**src/rtl/rv32i_pkg.sv**
```systemverilog
// rtl/rv32i_pkg.sv - shared RV32I constants and the fetch-state enum
//   XLEN           : architectural register width
//   RV_NOP         : canonical NOP (addi x0,x0,0)
//   fetch_state_e  : instruction-fetch FSM states
package rv32i_pkg;

  localparam int XLEN = 32;
  localparam logic [XLEN-1:0] RV_NOP = 32'h0000_0013;

  typedef enum logic [2:0] {
    IDLE      = 3'd0,
    REQ       = 3'd1,
    WAIT      = 3'd2,
    KILL_REQ  = 3'd3,
    KILL_WAIT = 3'd4
  } fetch_state_e;

endpackage

```
**src/rtl/fetch_fifo.sv**
```systemverilog
// rtl/fetch_fifo.sv - synchronous fetch buffer of {pc, instr} entries
//   clk_i, rst_i : clock, synchronous active-high reset
//   clear        : drop all entries (wins over push)
//   push/push_data : write one entry (ignored when full)
//   pop/pop_data   : head entry is always on pop_data; pop advances it (ignored when empty)
//   count, empty, full : occupancy
module fetch_fifo #(
  parameter int DEPTH = 2,
  parameter int WIDTH = 64
) (
  input  logic                       clk_i,
  input  logic                       rst_i,
  input  logic                       clear,
  input  logic                       push,
  input  logic [WIDTH-1:0]           push_data,
  input  logic                       pop,
  output logic [WIDTH-1:0]           pop_data,
  output logic [$clog2(DEPTH):0]     count,
  output logic                       empty,
  output logic                       full
);

  localparam int AW = $clog2(DEPTH);
  localparam int CW = AW + 1;

  logic [WIDTH-1:0] mem [DEPTH];
  logic [AW-1:0]    wr_ptr;
  logic [AW-1:0]    rd_ptr;
  logic             do_push;
  logic             do_pop;

  assign empty    = (count == '0);
  assign full     = (count == CW'(DEPTH));
  assign do_push  = push && !full;
  assign do_pop   = pop && !empty;
  assign pop_data = mem[rd_ptr];

  // Storage needs no reset: pointers and count define which entries are live.
  always_ff @(posedge clk_i) begin
    if (!rst_i && !clear && do_push) begin
      mem[wr_ptr] <= push_data;
    end
  end

  // DEPTH is a power of two, so the pointers wrap on natural overflow.
  always_ff @(posedge clk_i) begin
    if (rst_i || clear) begin
      wr_ptr <= '0;
      rd_ptr <= '0;
      count  <= '0;
    end else begin
      if (do_push) wr_ptr <= wr_ptr + AW'(1);
      if (do_pop)  rd_ptr <= rd_ptr + AW'(1);
      count <= count + CW'(do_push) - CW'(do_pop);
    end
  end

endmodule

```
**src/rtl/if_stage.sv**
```systemverilog
// rtl/if_stage.sv - instruction fetch stage feeding the IF/ID register
//   clk_i, rst_i            : clock, synchronous active-high reset
//   stall_i                 : hold the IF/ID outputs
//   redirect_i, redirect_pc_i : flush fetch and restart at the (word-aligned) target
//   imem_req_o, imem_addr_o : instruction memory request, address 0 when idle
//   imem_gnt_i, imem_rvalid_i, imem_rdata_i : memory grant and response
//   instruction_o, pc_address_o, if_valid_o : registered IF/ID entry
module if_stage
  import rv32i_pkg::*;
#(
  parameter logic [XLEN-1:0] RESET_PC   = 32'h0000_0000,
  parameter logic [XLEN-1:0] NOP_INSTR  = RV_NOP,
  parameter int              FIFO_DEPTH = 2
) (
  input  logic            clk_i,
  input  logic            rst_i,
  input  logic            stall_i,
  input  logic            redirect_i,
  input  logic [XLEN-1:0] redirect_pc_i,
  output logic            imem_req_o,
  output logic [XLEN-1:0] imem_addr_o,
  input  logic            imem_gnt_i,
  input  logic            imem_rvalid_i,
  input  logic [XLEN-1:0] imem_rdata_i,
  output logic [XLEN-1:0] instruction_o,
  output logic [XLEN-1:0] pc_address_o,
  output logic            if_valid_o
);

  localparam int CW = $clog2(FIFO_DEPTH) + 1;
  localparam logic [CW-1:0] DEPTH_CNT = CW'(FIFO_DEPTH);

  fetch_state_e      state;
  logic [XLEN-1:0]   pc;
  logic [XLEN-1:0]   req_pc;
  logic [XLEN-1:0]   target_pc;

  logic              fifo_push;
  logic              fifo_pop;
  logic [2*XLEN-1:0] fifo_push_data;
  logic [2*XLEN-1:0] fifo_pop_data;
  logic [CW-1:0]     fifo_count;
  logic              fifo_empty;
  logic              fifo_full;

  assign target_pc      = {redirect_pc_i[XLEN-1:2], 2'b00};
  assign fifo_push      = (state == WAIT) && imem_rvalid_i && !redirect_i;
  assign fifo_pop       = !redirect_i && !stall_i && !fifo_empty;
  assign fifo_push_data = {req_pc, imem_rdata_i};

  fetch_fifo #(
    .DEPTH (FIFO_DEPTH),
    .WIDTH (2*XLEN)
  ) u_fifo (
    .clk_i     (clk_i),
    .rst_i     (rst_i),
    .clear     (redirect_i),
    .push      (fifo_push),
    .push_data (fifo_push_data),
    .pop       (fifo_pop),
    .pop_data  (fifo_pop_data),
    .count     (fifo_count),
    .empty     (fifo_empty),
    .full      (fifo_full)
  );

  // Fetch FSM with registered request outputs. One request is outstanding at
  // most, and a new one is only issued while the FIFO has a free slot, so every
  // response has somewhere to land.
  always_ff @(posedge clk_i) begin
    if (rst_i) begin
      state       <= IDLE;
      pc          <= RESET_PC;
      req_pc      <= '0;
      imem_req_o  <= 1'b0;
      imem_addr_o <= '0;
    end else begin
      if (redirect_i) pc <= target_pc;
      case (state)
        IDLE: begin
          if (!redirect_i && (fifo_count < DEPTH_CNT)) begin
            state       <= REQ;
            imem_req_o  <= 1'b1;
            imem_addr_o <= pc;
          end
        end
        REQ: begin
          if (imem_gnt_i) begin
            imem_req_o  <= 1'b0;
            imem_addr_o <= '0;
            req_pc      <= imem_addr_o;
            if (redirect_i) begin
              state <= KILL_WAIT;
            end else begin
              state <= WAIT;
              pc    <= pc + 32'd4;
            end
          end else if (redirect_i) begin
            // The bus request cannot be withdrawn; let it complete and discard it.
            state <= KILL_REQ;
          end
        end
        WAIT: begin
          if (imem_rvalid_i)   state <= IDLE;
          else if (redirect_i) state <= KILL_WAIT;
        end
        KILL_REQ: begin
          if (imem_gnt_i) begin
            imem_req_o  <= 1'b0;
            imem_addr_o <= '0;
            state       <= KILL_WAIT;
          end
        end
        KILL_WAIT: begin
          if (imem_rvalid_i) state <= IDLE;
        end
        default: begin
          state       <= IDLE;
          imem_req_o  <= 1'b0;
          imem_addr_o <= '0;
        end
      endcase
    end
  end

  // IF/ID register; a redirect forces a bubble even under stall.
  always_ff @(posedge clk_i) begin
    if (rst_i || redirect_i) begin
      instruction_o <= NOP_INSTR;
      pc_address_o  <= '0;
      if_valid_o    <= 1'b0;
    end else if (!stall_i) begin
      if (!fifo_empty) begin
        pc_address_o  <= fifo_pop_data[2*XLEN-1:XLEN];
        instruction_o <= fifo_pop_data[XLEN-1:0];
        if_valid_o    <= 1'b1;
      end else begin
        instruction_o <= NOP_INSTR;
        pc_address_o  <= '0;
        if_valid_o    <= 1'b0;
      end
    end
  end

  always_ff @(posedge clk_i) begin
    if (!rst_i) begin
      assert (!(fifo_push && fifo_full));
      assert (!(imem_rvalid_i && (state == IDLE || state == REQ || state == KILL_REQ)));
    end
  end

endmodule
```
**config.mk**
```make
export PLATFORM = sky130hd
export DESIGN_NAME = if_stage
export DESIGN_NICKNAME = d
export VERILOG_FILES = /design/src/rtl/rv32i_pkg.sv /design/src/rtl/fetch_fifo.sv /design/src/rtl/if_stage.sv
export SDC_FILE = /design/constraint.sdc
export NUM_CORES = 1
export LEC_CHECK = 0
export CAP_MARGIN = 20
export CORE_ASPECT_RATIO = 0.5
export CORE_MARGIN = 2
export CORE_UTILIZATION = 48
export CTS_CLUSTER_DIAMETER = 50
export CTS_CLUSTER_SIZE = 40
export DETAILED_ROUTE_END_ITERATION = 8
export PLACE_DENSITY = 0.8
export RECOVER_POWER = 50
export SYNTH_ARGS = -nofsm -noshare
export SYNTH_HDL_FRONTEND = slang
export SYNTH_SLANG_ARGS = --single-unit
```
**constraint.sdc**
```tcl
create_clock -name clk_i -period 5.3 [get_ports clk_i]
set_input_delay 1.06 -clock clk_i [delete_from_list [all_inputs] [get_ports clk_i]]
set_output_delay 1.06 -clock clk_i [all_outputs]
set_load 0.03 [all_outputs]
```
Word-level counts from Yosys, hierarchy flattened
Memories as Yosys holds them, arrays and structs flattened. A register that Yosys moved wholly into a read port is not among the register bits. Cells that the tools add are included. W data, S select, Z words.

Magnitude comparators: 1. Reduce and logical (&&, ||, !) cells: 22. Eq/ne operators: 11. Bitwise gates (word level): 1. Multiplexer cells: 26. Add/sub/neg operators: 5.

Operators with widths (number): $mux W32 (8); $pmux W32 S3 (1); $add A32 B3 Y32 const B (1); $mux W3 (8); $pmux W3 S5 (1); $logic_and A1 B1 Y1 (9); $mux W1 (7); $eq A3 B2 Y1 const B (2); $ne A2 B2 Y1 const B (3); $ne A3 B3 Y1 const B (2); $logic_not A1 Y1 (5); $reduce_and A5 Y1 (1); $reduce_or A2 Y1 (2); $eq A3 B1 Y1 const B (1); $eq A3 B3 Y1 const B (1); $logic_not A3 Y1 (1); $pmux W1 S3 (1); $reduce_and A3 Y1 (1); $add A1 B1 Y1 const B (2); $add A2 B1 Y2 (1); $eq A2 B2 Y1 const B (1); $logic_not A2 Y1 (1); $lt A2 B2 Y1 const B (1); $ne A2 B1 Y1 const B (1); other kinds (4) (4).

Memory bits (writable): 128. Memories kept: 1. Output and inout port bits: 98. Word-level logic and storage cells: 78. Input port bits: 70. Register bits: 169.

Memory list: u_fifo.mem (words 2, bits a word 64, read ports 1, clocked after Yosys merged registers in 1, wr ports 1, RTL line fetch_fifo.sv:26) `logic [WIDTH-1:0] mem [DEPTH];`.

Longest topological paths before layout
Word-level depth: 7. Mapped depth: 11. Depth with buffers taken out: 9.

Hierarchy
Synthesis repeated with hierarchy kept, for this count alone.

Cells, all modules: 960. Area, all modules: 11549.8 um^2.

By module, submodules not included: if_stage (cells an instance 735, area each 6388.6 um^2, instances 1, sequential area each 3303.2 um^2); fetch_fifo (cells an instance 225, area each 5161.2 um^2, instances 1, sequential area each 3943.8 um^2).

Least setup slack after synthesis
OpenSTA, ideal clock, no wires.

Kind: in2reg. Start: in redirect_i. End: mem u_fifo.mem[0][0] (enable). Stages: 5. Arrival: 4.493 ns. Setup slack: 0.321 ns. Cells stage by stage: clkbuf_1 buf_2 nor2_1 nand2_1 nor2_1.

Word-level cells in the longest chain between the ends: 6. Elaborated cells on any way between the ends: 7.

Ends and longest elaborated chain: start, declared (RTL line if_stage.sv:18) `input logic redirect_i,`; $logic_not A1 Y1 (*) (RTL line fetch_fifo.sv:40, if_stage.sv:47); $logic_and A1 B1 Y1 (RTL line if_stage.sv:47) `assign fifo_push = (state == WAIT) && imem_rvalid_i && !redirect_i;`; $logic_and A1 B1 Y1 (RTL line fetch_fifo.sv:34) `assign do_push = push && !full;`; $logic_and A1 B1 Y1 (*) (RTL line fetch_fifo.sv:40) `if (!rst_i && !clear && do_push) begin`; $mux W1 (*) (RTL line fetch_fifo.sv:40); $mux W1 (implied by the code) (*) (RTL line fetch_fifo.sv:41) `mem[wr_ptr] <= push_data;`; end, declared (RTL line fetch_fifo.sv:26).

Every way passes the cells marked *; elsewhere a longest branch is shown, timed or not.

Final worst setup path
Start: in imem_gnt_i. End: reg pc[11].

Word-level cells in the longest chain between the ends: 2.

Ends and longest elaborated chain: start, declared (RTL line if_stage.sv:22) `input logic imem_gnt_i,`; $mux W32 (RTL line if_stage.sv:88) `if (imem_gnt_i) begin`; $mux W32 (RTL line if_stage.sv:79) `case (state)`; end signal, assigned (RTL line if_stage.sv:78) `if (redirect_i) pc <= target_pc;`; end signal, assigned (RTL line if_stage.sv:96) `pc <= pc + 32'd4;`; end, declared (RTL line if_stage.sv:34) `logic [XLEN-1:0] pc;`.

Every way passes these cells. A chain may end at the register's enable or synchronous reset.

==> results.cfg <==
[route]
drt_first_pass_iters = 5
vias = 7667
wl_um = 24400
via_per_inst = 5.36
wl_per_cell_um = 17.0
ant_nets = 0
drc = 0
drtIter0Drc = 712

[logic_synthesis]
synth_warnings = 0
synth_fa_ha_area_share_pct = 0.340
seq_area_frac_synth_pct = 65.7
synth.top_cells.by_count = nor2_1, dfxtp_1, edfxtp_1
synth.area.top_cells = edfxtp_1, dfxtp_1, nor2_1
synthSimpleGateAreaFrac_pct = 13.7
synthXorXnorAreaFrac_pct = 1.51
synth.area.mux_share_pct = 6.50
synth_top_family_by_area = simple AND/OR/NAND/NOR gates
synth_top_area_cell = edfxtp_1
async_reset_ff_share_pct = 0
synth_top_area_share_pct = 34.8
ys_seq_elements = 298
syn_area_per_cell_um2 = 11.2
ys_types = 43
syn_nets = 1057
syn_area_mm2 = 0.0110
synth_compound_area_share_pct = 9.71
ys.flop_type = dfxtp_1
synth_edf_count = 128
synth_most_common_cell = nor2_1
syn-instance-count = 984

[setup_path]
worstPathMaxFanout = 43
crit_required_ns = 5.72
rr_endpoint = pc[11]
critPathMaxStageDelay_ns = 1.33
end_kind = flop
crit_slowest_cell = clkbuf_1
path_cells = dlygate4sd3_1 > and4bb_1 > clkbuf_1 > nand4_1 > nor3_1 > xnor2_1 > a211oi_1
cp-startpoint = imem_gnt_i
r2r_setup_slack_ns = 1.86
r2r-start = state[0]
crit_type = input port to flop
startpoint_type = input port
cp_data_arrival_time_ns = 4.47
worst-r2r-cell-count = 6
critPathCapture = pc[11]

[pwr]
power_density_mw_per_mm2 = 307
p_leak_nw = 4.57
peakVddDrop_v = 0.000183

[clock_tree]
ctsHtreeMaxLevel = 1
root_buffer = clkbuf_16
cts_sinks = 298
path_clk_slew_ns = 0.12
cts_tree = yes
cts_resized = 0
hold_buffers = 0
cts_buffers = 16
postCtsSetupBuffers = 0
clock_latency_ns = 0.51
clock_path_buffers = 3

[final_layout]
design_area_mm2 = 0.0135
areaGrowthSynthToFinish_pct = 22.2
drive_gt1_share_pct = 4.72
layoutNonFillerInstCount = 1431
nNetsFinal = 1186

[sta]
setup_viol = 0
skew_ns = 0.0344
rsz0062_at_grt = no
fmax_ghz = 0.247
hold_slack_ns = 0.447
finalHoldViolCount = 0
fin_setup_tns_ns = 0
worstMarginPinSlew_ns = 2.00
post-route-period-util_pct = 76.4
slew_viol_final = 87
slew_headroom_pct = -33.5
fin_crit_ns = 4.05

[die]
num_rows = 39
core_region_area_mm2 = 0.0227
ios = 168
die_area_mm2 = 0.0243
die_y_um = 111
initial_core_util_pct = 48.6
dieWidth_um = 218

[placement]
placed_cell_area_mm2 = 0.0129
place_inst = 1401
dp_hpwl_um = 15800
gp_congestion = 0.828
port_buffers = 165

[grt]
gr-total-overflow = 0
grt_pass1_vias = 7345
grt_usage_pct = 19.7
grt_pass1_wl_um = 38500
antenna_found_initial = 1
grt_start_max_net_pins = 101

[min_path]
hold_depth = 0
hp-class = flop to flop

[outcome]
violations = max-capacitance violations, max-slew violations
run_status = finished with violations

[run]
cap_violations = 2
[metal layers]
layer  vias to the layer above  global-route usage (%)  share of wire [%]
li1                       3735                       -                  -
met1                      3690                    27.0                 45
met2                       204                    32.7                 48
met3                        38                    3.02                4.4
met4                         0                    5.22                2.3
met5                         -                       0                  0
[final cells by class]
class	count	area, um2
inverters	5	18.8
clock buffers	18	429
flip-flops and latches	298	7250
fillers	1827	9210
diodes	1	2.50
repair buffers	178	1760
clock inverters	10	148
well taps	307	384
multi-input cells	614	3490
[through the flow]
step	worst slack (ns)	util [%]	total power [mW]
2_1_floorplan	0.321	-	2.61
4_1_cts	2.00	59.5	4.16
5_1_grt	0.936	59.4	4.26
6_report	1.25	59.4	4.13
3_5_place_dp	1.47	57.0	2.72
3_3_place_gp	1.60	57.0	2.71
[cells in the final DEF, fill, tap and decap left out, types with 3 or more instances in the layout]
cell type        netlist  final
or3_1                  3      3
nand2_1               91     91
o22ai_1                5      5
o21ai_0                3      3
edfxtp_1             128    128
nand3_1               11     11
mux2i_1               66     66
nor2_1               185    184
xnor2_1               14     14
and3_1                 7      6
nor3_1                 7      8
and4_1                 6      6
nor2b_1                7      7
and2_1                 6      4
a221oi_1               7      7
mux2_2                 5      5
clkbuf_1              51      4
inv_1                  5      5
xor2_1                 5      5
dfxtp_1              170    169
a311oi_1               8      8
dlygate4sd3_1          0     98
inv_8                  0      3
a22oi_1               33     33
nor4_1                 2      4
a211oi_1              10     10
clkdlybuf4s50_1        0     64
buf_4                  0      9
nand4_1                8      8
clkbuf_16              0     17
a21oi_1              107    107
ha_1                   3      3
[cells by family (layout without fill, tap and decap cells)]
| kind of cell | count (synthesis) | in the layout |
|---|---|---|
| AO/OA/AOI/OAI | 178 | 178 |
| XOR/XNOR | 19 | 19 |
| adder cells (fa/ha/maj) | 3 | 3 |
| buffers and inverters | 72 | 211 |
| flip-flops | 298 | 298 |
| multiplexers | 71 | 71 |
| other | 0 | 1 |
| AND/OR/NAND/NOR | 343 | 343 |
[sequential cells by signal (all words and copies together) (netlist names), named ones only]
register       count
u_fifo.mem       128
imem_addr_o       32
instruction_o     32
pc                32
pc_address_o      32
req_pc            32
state              3
u_fifo.count       2
if_valid_o         1
imem_req_o         1
u_fifo.rd_ptr      1
u_fifo.wr_ptr      1
[power by group]
part	internal [mW]	switching [mW]
clock	0.653	0.817
sequential	2.41	0.0344
combinational	0.0936	0.128
total	3.15	0.980
[worst min path at each step]
stage	start	endpoint	slack, ns
global route	req_pc[18]	u_fifo.mem[1][50]	0.47
CTS	req_pc[18]	u_fifo.mem[1][50]	0.45
global placement	req_pc[22]	u_fifo.mem[0][54]	0.44
detailed placement	req_pc[20]	u_fifo.mem[0][52]	0.44
finish	req_pc[18]	u_fifo.mem[1][50]	0.45
floorplan	req_pc[0]	u_fifo.mem[0][32]	0.43
[critical path: cells and delay by family]
family | cells | cell delay, ns
buffers and inverters | 2 | 1.98
AND/OR/NAND/NOR | 3 | 1.10
AO/OA/AOI/OAI | 1 | 0.22
XOR/XNOR | 1 | 0.09
Note: power is estimated with default switching activity, not from simulation.
